### src/rtl/cache_array_assoc_if.sv
// Request / refill bus between the cache controller (master) and the
// set-associative data/tag array (slave).
interface cache_array_assoc_if #(
  parameter int WIDTH      = 32,
  parameter int ADDR_WIDTH = 10,
  parameter int WAYS       = 2
);
  localparam int WAY_W = (WAYS > 1) ? $clog2(WAYS) : 1;

  logic [ADDR_WIDTH-1:0] addr;
  logic                  rd_req;
  logic                  wr_req;
  logic [WIDTH-1:0]      wr_data;
  logic [WIDTH/8-1:0]    wr_be;
  logic                  hit;
  logic [WAY_W-1:0]      hit_way;
  logic [WIDTH-1:0]      rd_data;
  logic                  rd_valid;
  logic                  refill_start;
  logic                  fill_valid;
  logic [WIDTH-1:0]      fill_data;
  logic                  busy;
  logic                  refill_done;

  modport master (
    output addr, rd_req, wr_req, wr_data, wr_be, refill_start, fill_valid, fill_data,
    input  hit, hit_way, rd_data, rd_valid, busy, refill_done
  );

  modport slave (
    input  addr, rd_req, wr_req, wr_data, wr_be, refill_start, fill_valid, fill_data,
    output hit, hit_way, rd_data, rd_valid, busy, refill_done
  );
endinterface

### src/rtl/cache_array_assoc.sv
// Set-associative data/tag array with byte-enable write hits, a word-serial
// refill sequencer and per-set round-robin replacement.
module cache_array_assoc #(
  parameter int WIDTH      = 32,
  parameter int ADDR_WIDTH = 10,
  parameter int SETS       = 16,
  parameter int WAYS       = 2,
  parameter int WORDS      = 4
) (
  input logic                clk,
  input logic                reset,
  cache_array_assoc_if.slave bus
);
  localparam int OFF_W = $clog2(WORDS);
  localparam int IDX_W = $clog2(SETS);
  localparam int TAG_W = ADDR_WIDTH - IDX_W - OFF_W;
  localparam int WAY_W = (WAYS > 1) ? $clog2(WAYS) : 1;
  localparam int BYTES = WIDTH / 8;
  localparam int DEPTH = SETS * WORDS;
  localparam int MEM_AW = IDX_W + OFF_W;

  typedef enum logic {IDLE, FILL} state_t;

  state_t state_reg, state_next;

  logic [SETS-1:0][WAYS-1:0]  valid_reg;
  logic [SETS-1:0][WAY_W-1:0] rr_ptr_reg;
  logic [OFF_W-1:0]           beat_cnt_reg;
  logic [IDX_W-1:0]           fill_idx_reg;
  logic [TAG_W-1:0]           fill_tag_reg;
  logic [WAY_W-1:0]           fill_way_reg;
  logic                       victim_reg;
  logic                       refill_done_reg;
  logic                       rd_valid_reg;
  logic                       rd_loaded_reg;
  logic [WAY_W-1:0]           rd_way_reg;

  logic [TAG_W-1:0] tag_in;
  logic [IDX_W-1:0] idx_in;
  logic [OFF_W-1:0] off_in;

  assign tag_in = bus.addr[ADDR_WIDTH-1 -: TAG_W];
  assign idx_in = bus.addr[OFF_W +: IDX_W];
  assign off_in = bus.addr[OFF_W-1:0];

  logic [WAYS-1:0]            way_match;
  logic [WAYS-1:0][TAG_W-1:0] tag_rd;
  logic [WAYS-1:0][WIDTH-1:0] rd_q_all;
  logic [WAYS-1:0]            mem_we;
  logic                       any_match;
  logic [WAY_W-1:0]           match_way;
  logic                       busy;
  logic                       hit;
  logic                       rd_en;
  logic                       wr_en;
  logic                       fill_beat;
  logic                       fill_last;
  logic [WAY_W-1:0]           target_way;
  logic [MEM_AW-1:0]          mem_waddr;
  logic [MEM_AW-1:0]          mem_raddr;
  logic [WIDTH-1:0]           mem_wdata;
  logic [BYTES-1:0]           mem_be;
  logic [WAY_W-1:0]           mem_wway;

  // Scan downward so that, should two ways ever match, the lowest wins.
  always_comb begin
    any_match = 1'b0;
    match_way = '0;
    for (int w = WAYS - 1; w >= 0; w--) begin
      if (way_match[w]) begin
        any_match = 1'b1;
        match_way = WAY_W'(w);
      end
    end
  end

  assign busy       = (state_reg == FILL);
  assign hit        = !busy && any_match;
  assign rd_en      = bus.rd_req && !bus.wr_req && hit;
  assign wr_en      = bus.wr_req && hit;
  assign fill_beat  = busy && bus.fill_valid;
  assign fill_last  = fill_beat && (beat_cnt_reg == OFF_W'(WORDS - 1));
  assign target_way = any_match ? match_way : rr_ptr_reg[idx_in];

  // While busy the only array writer is the refill; otherwise write hits.
  assign mem_waddr = busy ? {fill_idx_reg, beat_cnt_reg} : {idx_in, off_in};
  assign mem_raddr = {idx_in, off_in};
  assign mem_wdata = busy ? bus.fill_data : bus.wr_data;
  assign mem_be    = busy ? {BYTES{1'b1}} : bus.wr_be;
  assign mem_wway  = busy ? fill_way_reg : match_way;

  always_comb begin
    state_next = state_reg;
    case (state_reg)
      IDLE:    if (bus.refill_start) state_next = FILL;
      FILL:    if (fill_last) state_next = IDLE;
      default: state_next = IDLE;
    endcase
  end

  always_ff @(posedge clk) begin
    if (reset) begin
      state_reg       <= IDLE;
      valid_reg       <= '0;
      rr_ptr_reg      <= '0;
      beat_cnt_reg    <= '0;
      fill_idx_reg    <= '0;
      fill_tag_reg    <= '0;
      fill_way_reg    <= '0;
      victim_reg      <= 1'b0;
      refill_done_reg <= 1'b0;
      rd_valid_reg    <= 1'b0;
      rd_loaded_reg   <= 1'b0;
      rd_way_reg      <= '0;
    end else begin
      state_reg       <= state_next;
      refill_done_reg <= fill_last;
      rd_valid_reg    <= rd_en;
      if (rd_en) begin
        rd_loaded_reg <= 1'b1;
        rd_way_reg    <= match_way;
      end
      if (state_reg == IDLE && bus.refill_start) begin
        fill_idx_reg                   <= idx_in;
        fill_tag_reg                   <= tag_in;
        fill_way_reg                   <= target_way;
        victim_reg                     <= !any_match;
        valid_reg[idx_in][target_way]  <= 1'b0;
        beat_cnt_reg                   <= '0;
      end
      if (fill_beat) beat_cnt_reg <= beat_cnt_reg + 1'b1;
      if (fill_last) begin
        valid_reg[fill_idx_reg][fill_way_reg] <= 1'b1;
        // A re-fetch of a resident block keeps its way; only evictions rotate.
        if (victim_reg && WAYS > 1)
          rr_ptr_reg[fill_idx_reg] <= rr_ptr_reg[fill_idx_reg] + 1'b1;
      end
    end
  end

  generate
    for (genvar gi = 0; gi < WAYS; gi++) begin : g_way
      logic [WIDTH-1:0] data_mem [DEPTH];
      logic [TAG_W-1:0] tag_mem [SETS];
      logic [WIDTH-1:0] rd_q;

      assign mem_we[gi]    = !reset && (fill_beat || wr_en) && (mem_wway == WAY_W'(gi));
      assign tag_rd[gi]    = tag_mem[idx_in];
      assign way_match[gi] = valid_reg[idx_in][gi] && (tag_rd[gi] == tag_in);
      assign rd_q_all[gi]  = rd_q;

      always_ff @(posedge clk) begin
        if (mem_we[gi]) begin
          for (int b = 0; b < BYTES; b++) begin
            if (mem_be[b]) data_mem[mem_waddr][8*b +: 8] <= mem_wdata[8*b +: 8];
          end
        end
        if (rd_en) rd_q <= data_mem[mem_raddr];
      end

      always_ff @(posedge clk) begin
        if (fill_last && !reset && fill_way_reg == WAY_W'(gi))
          tag_mem[fill_idx_reg] <= fill_tag_reg;
      end
    end
  endgenerate

  assign bus.hit         = hit;
  assign bus.hit_way     = hit ? match_way : '0;
  assign bus.rd_data     = rd_loaded_reg ? rd_q_all[rd_way_reg] : '0;
  assign bus.rd_valid    = rd_valid_reg;
  assign bus.busy        = busy;
  assign bus.refill_done = refill_done_reg;
endmodule
### src/flat_wrapper.sv
// flat-port wrapper written by rule: the top's interface ports become plain ports
module cache_array_assoc_flat 
#(
  parameter int WIDTH      = 32,
  parameter int ADDR_WIDTH = 10,
  parameter int SETS       = 16,
  parameter int WAYS       = 2,
  parameter int WORDS      = 4
)
  (clk, reset, bus_addr, bus_rd_req, bus_wr_req, bus_wr_data, bus_wr_be, bus_refill_start, bus_fill_valid, bus_fill_data, bus_hit, bus_hit_way, bus_rd_data, bus_rd_valid, bus_busy, bus_refill_done);
  cache_array_assoc_if #(.WIDTH(WIDTH), .ADDR_WIDTH(ADDR_WIDTH), .WAYS(WAYS)) bus_i ();
  input logic clk;
  input logic reset;
  input wire logic [$bits(bus_i.addr)-1:0] bus_addr;
  input wire logic [$bits(bus_i.rd_req)-1:0] bus_rd_req;
  input wire logic [$bits(bus_i.wr_req)-1:0] bus_wr_req;
  input wire logic [$bits(bus_i.wr_data)-1:0] bus_wr_data;
  input wire logic [$bits(bus_i.wr_be)-1:0] bus_wr_be;
  input wire logic [$bits(bus_i.refill_start)-1:0] bus_refill_start;
  input wire logic [$bits(bus_i.fill_valid)-1:0] bus_fill_valid;
  input wire logic [$bits(bus_i.fill_data)-1:0] bus_fill_data;
  output wire logic [$bits(bus_i.hit)-1:0] bus_hit;
  output wire logic [$bits(bus_i.hit_way)-1:0] bus_hit_way;
  output wire logic [$bits(bus_i.rd_data)-1:0] bus_rd_data;
  output wire logic [$bits(bus_i.rd_valid)-1:0] bus_rd_valid;
  output wire logic [$bits(bus_i.busy)-1:0] bus_busy;
  output wire logic [$bits(bus_i.refill_done)-1:0] bus_refill_done;
  assign bus_i.addr = bus_addr;
  assign bus_i.rd_req = bus_rd_req;
  assign bus_i.wr_req = bus_wr_req;
  assign bus_i.wr_data = bus_wr_data;
  assign bus_i.wr_be = bus_wr_be;
  assign bus_i.refill_start = bus_refill_start;
  assign bus_i.fill_valid = bus_fill_valid;
  assign bus_i.fill_data = bus_fill_data;
  assign bus_hit = bus_i.hit;
  assign bus_hit_way = bus_i.hit_way;
  assign bus_rd_data = bus_i.rd_data;
  assign bus_rd_valid = bus_i.rd_valid;
  assign bus_busy = bus_i.busy;
  assign bus_refill_done = bus_i.refill_done;
  cache_array_assoc #(.WIDTH(WIDTH), .ADDR_WIDTH(ADDR_WIDTH), .SETS(SETS), .WAYS(WAYS), .WORDS(WORDS)) u_core (.clk(clk), .reset(reset), .bus(bus_i));
endmodule
### config.mk
export PLATFORM = sky130hd
export DESIGN_NAME = cache_array_assoc_flat
export DESIGN_NICKNAME = d
export VERILOG_FILES = /design/src/rtl/cache_array_assoc_if.sv /design/src/rtl/cache_array_assoc.sv /design/src/flat_wrapper.sv
export SDC_FILE = /design/constraint.sdc
export NUM_CORES = 2
export LEC_CHECK = 0
export CAP_MARGIN = 0
export CORE_ASPECT_RATIO = 1.1
export CORE_UTILIZATION = 60
export DETAILED_ROUTE_END_ITERATION = 7
export GPL_TIMING_DRIVEN = 1
export PLACE_DENSITY = 0.73
export SLEW_MARGIN = 20
export SYNTH_ARGS = -nofsm -noshare
export SYNTH_HDL_FRONTEND = slang
export SYNTH_MEMORY_MAX_BITS = 65536
export SYNTH_SLANG_ARGS = --single-unit
export TNS_END_PERCENT = 1
### constraint.sdc
create_clock -name clk -period 6.3 [get_ports clk]
set_input_delay 1.26 -clock clk [delete_from_list [all_inputs] [get_ports clk]]
set_output_delay 1.26 -clock clk [all_outputs]
set_load 0.1 [all_outputs]
==> impl_metrics.json <==
{
  "registers.top_by_ff_count": "u_core.g_way.data_mem",
  "routed_wirelength_um": 471000,
  "final.period_utilization_pct": 88.2,
  "worst_setup_path_start_kind": "primary input",
  "post-route-min-period_ns": 5.56,
  "hp-start": "u_core.valid_reg[25]",
  "final-setup-viol-count": 0,
  "whs_endpoint": "u_core.valid_reg[25]",
  "i_o_pin_total": 121,
  "seqCellArea_mm2": 0.130,
  "initial_utilization_pct": 60.5,
  "critical_path_peak_fanout": 48,
  "cts.clk_slew.worst_paths_ns": 0.06,
  "rows": 203,
  "worst_path_required_time_ns": 5.04,
  "clock_skew_ns": 0.0532,
  "post_drt_wl_per_cell_um": 37.8,
  "ff2ff_path_depth": 7,
  "route.antenna.remaining_nets": 0,
  "ctsLongestPathBuffers": 4,
  "syn_to_final_growth_pct": 13.7,
  "critPathBufInv": 4,
  "ranking_of_synthesized_cells_by_area": "sky130_fd_sc_hd__edfxtp_1, sky130_fd_sc_hd__mux4_2, sky130_fd_sc_hd__mux2i_1",
  "route.detailed.drc": 0,
  "power.leakage_nw": 60.0,
  "worst_min_delay_path_category": "reg -> reg",
  "grt_pass1_vias": 85639,
  "max_slew_violation_count": 0,
  "cts_buffers": 412,
  "vias_per_cell": 7.03,
  "tritoncts": "done",
  "reg.largest.list": "u_core.g_way.data_mem x4096, u_core.g_way.tag_mem x128, u_core.g_way.rd_q x64",
  "timing.reg2reg.setup_slack_ns": 1.57,
  "detail_route.first_pass.iterations": 8,
  "setup_fix_buffers_added_after_clock_tree_synthesis": 0,
  "f_max_mhz": 180,
  "drv.max_cap_violation_count": 0,
  "detailed_place_hpwl_um": 296000,
  "status": "complete, no violations",
  "grt_start_max_net_pins": 126,
  "hold_slack_ns": 0.487,
  "die-area_mm2": 0.283,
  "dominantRegCellSynth": "sky130_fd_sc_hd__edfxtp_1",
  "multi_input_area_mm2": 0.0373,
  "hold_viol_final": 0,
  "insertion_delay_ns": 0.93,
  "globalRouteTotalUtil_pct": 33.5,
  "synthCells": 7678,
  "avg_cell_area_syn_um2": 22.0,
  "overall_via_count_from_detail_route": 87690,
  "ys_ff_latch": 4353,
  "max_ffs_per_register": 4096,
  "crit_family": "buffers and inverters",
  "syn-cell-area_mm2": 0.169,
  "design_power_total_mw": 60.0,
  "number_of_buffers_inserted_for_hold_repair_after_clock_tree_synthesis": 0,
  "synth_nets": 7763,
  "global_route.overflow_total": 0,
  "slew_headroom_pct": 10.7,
  "worstMarginPinSlew_ns": 1.34,
  "crit_path_cell_trace": "buf_8 > buf_4 > mux4_2 > nand2_1 > a21oi_1 > a21oi_1 > xor2_1 > and2_1 > buf_4 > nor3b_2 > buf_12",
  "synth_edf_count": 4288,
  "final.setup.tns_ns": 0,
  "crit_start": "bus_addr[2]",
  "leading_area_contributor_after_synthesis": "sky130_fd_sc_hd__edfxtp_1",
  "critPathSlowestCell": "sky130_fd_sc_hd__mux4_2",
  "hold_depth": 1,
  "root_buffer": "sky130_fd_sc_hd__clkbuf_16",
  "critPathArrivalTime_ns": 4.30,
  "finalWeightedCongestion": 0.929,
  "htree_levels": 5,
  "drtIter0Drc": 14235,
  "cellPowerDensity_mw_per_mm2": 313,
  "mostFrequentLayoutCells": "sky130_fd_sc_hd__edfxtp_1, sky130_fd_sc_hd__mux4_2, sky130_fd_sc_hd__buf_4, sky130_fd_sc_hd__nor2_1, sky130_fd_sc_hd__clkbuf_16",
  "worst_setup_path_end_kind": "output pin",
  "post_cts_resized": 0,
  "io_buffer_count": 120,
  "ys.warnings.count": 0,
  "post-place-ws_ns": 0.503,
  "numClockSinks": 4353,
  "criticalPathCategory": "in -> out",
  "die_w_um": 508,
  "cp_slowest_stage_delay_ns": 0.57,
  "global_route_wire_length_before_repair_um": 657000,
  "ys_seq_area_share_pct": 77.1,
  "worst_r2r_endpoint": "u_core.g_way[1].data_mem[48][13]",
  "grt_antenna_before_repair": 49,
  "yosys.area.top_type_share_pct": 76.3,
  "layout_commonest_cell": "sky130_fd_sc_hd__edfxtp_1",
  "irDropWorstVdd_mv": 0.246,
  "fin_nets": 8466,
  "finalWorstSetupSlack_ns": 0.742,
  "die_height_um": 558,
  "setup_repair_after_global_routing_missed_its_margin": "false",
  "synthArstFlopShare_pct": 0,
  "layout-drive-gt1-share_pct": 30.0,
  "critical_path.reg2reg.startpoint": "u_core.fill_idx_reg[2]",
  "core_area_mm2": 0.279,
  "fill_cells": 16452,
  "synthDistinctLibCells": 55
}
worst max-delay path by stage:
stage,to,slack [ns],cells after the start
5_1_grt,bus_hit_way,0.57,11
2_1_floorplan,bus_hit,0.76,10
4_1_cts,bus_hit_way,0.76,11
3_3_place_gp,u_core.g_way[1].data_mem[48][9],0.57,9
6_report,bus_hit_way,0.74,11
3_5_place_dp,u_core.g_way[1].data_mem[48][14],0.50,9
Yosys cell counts (3+ instances only):
cell	instances
sky130_fd_sc_hd__a22oi_1	129
sky130_fd_sc_hd__nor3_1	275
sky130_fd_sc_hd__nand3_1	33
sky130_fd_sc_hd__mux2i_1	214
sky130_fd_sc_hd__buf_4	9
sky130_fd_sc_hd__nand2b_1	11
sky130_fd_sc_hd__edfxtp_1	4288
sky130_fd_sc_hd__dfxtp_1	65
sky130_fd_sc_hd__a31oi_4	4
sky130_fd_sc_hd__nand2_1	137
sky130_fd_sc_hd__buf_6	27
sky130_fd_sc_hd__a31oi_1	9
sky130_fd_sc_hd__a221o_1	6
sky130_fd_sc_hd__o22ai_1	45
sky130_fd_sc_hd__a2bb2oi_1	15
sky130_fd_sc_hd__a21oi_1	103
sky130_fd_sc_hd__a2111o_1	16
sky130_fd_sc_hd__nor2b_1	26
sky130_fd_sc_hd__mux2_2	59
sky130_fd_sc_hd__a211oi_1	6
sky130_fd_sc_hd__a22o_1	16
sky130_fd_sc_hd__and3_1	3
sky130_fd_sc_hd__xor2_1	6
sky130_fd_sc_hd__o211ai_1	8
sky130_fd_sc_hd__nor3b_1	5
sky130_fd_sc_hd__mux4_2	1171
sky130_fd_sc_hd__buf_1	101
sky130_fd_sc_hd__inv_1	7
sky130_fd_sc_hd__and2_1	5
sky130_fd_sc_hd__buf_2	97
sky130_fd_sc_hd__o21ba_2	4
sky130_fd_sc_hd__clkbuf_1	231
sky130_fd_sc_hd__o21ai_0	50
sky130_fd_sc_hd__or3_1	14
sky130_fd_sc_hd__nand4_1	17
sky130_fd_sc_hd__a221oi_1	11
sky130_fd_sc_hd__nor2_1	434
stage by stage:
stage               utilization [%]  instances  cell area (um^2)
detailed placement             63.8      11656            178000
floorplan                         -       7678            169000
CTS                            68.6      12415            191000
finish                         68.8      12480            192000
global placement               63.8      11652            178000
global route                   68.7      12422            192000
logic make-up after synthesis:
group	count (synthesis)	share of synthesized area (%)
flip-flops	4353	77.1
multiplexers	1444	17.3
AND/OR/NAND/NOR	965	2.51
buffers and inverters	473	1.26
AO/OA/AOI/OAI	435	1.80
XOR/XNOR	7	0.0363
adder cells (fa/ha/maj)	1	0.00741
metal layers:
layer  up-vias  wire, um  GRT usage (%)
met2      7121    217000           49.5
met4        35     28600           18.6
met3      1204     64100           10.5
li1      33899         -              -
met1     45431    161000           45.1
met5         -       357          0.237
report_power, final:
| group | internal [mW] | switching, mW |
|---|---|---|
| clock network | 13.8 | 10.7 |
| registers | 32.1 | 0.0374 |
| logic | 1.05 | 2.27 |
layout make-up:
type / count / share of cell area, %
inverter: 8 / 0.0170
antenna: 64 / 0.0835
clock buffer: 493 / 5.60
timing repair buffer: 754 / 3.36
multi-input combinational: 2852 / 19.4
clock inverter: 266 / 1.28
tap: 3690 / 2.41
sequential: 4353 / 67.8
(Power assumes the default switching activity.)
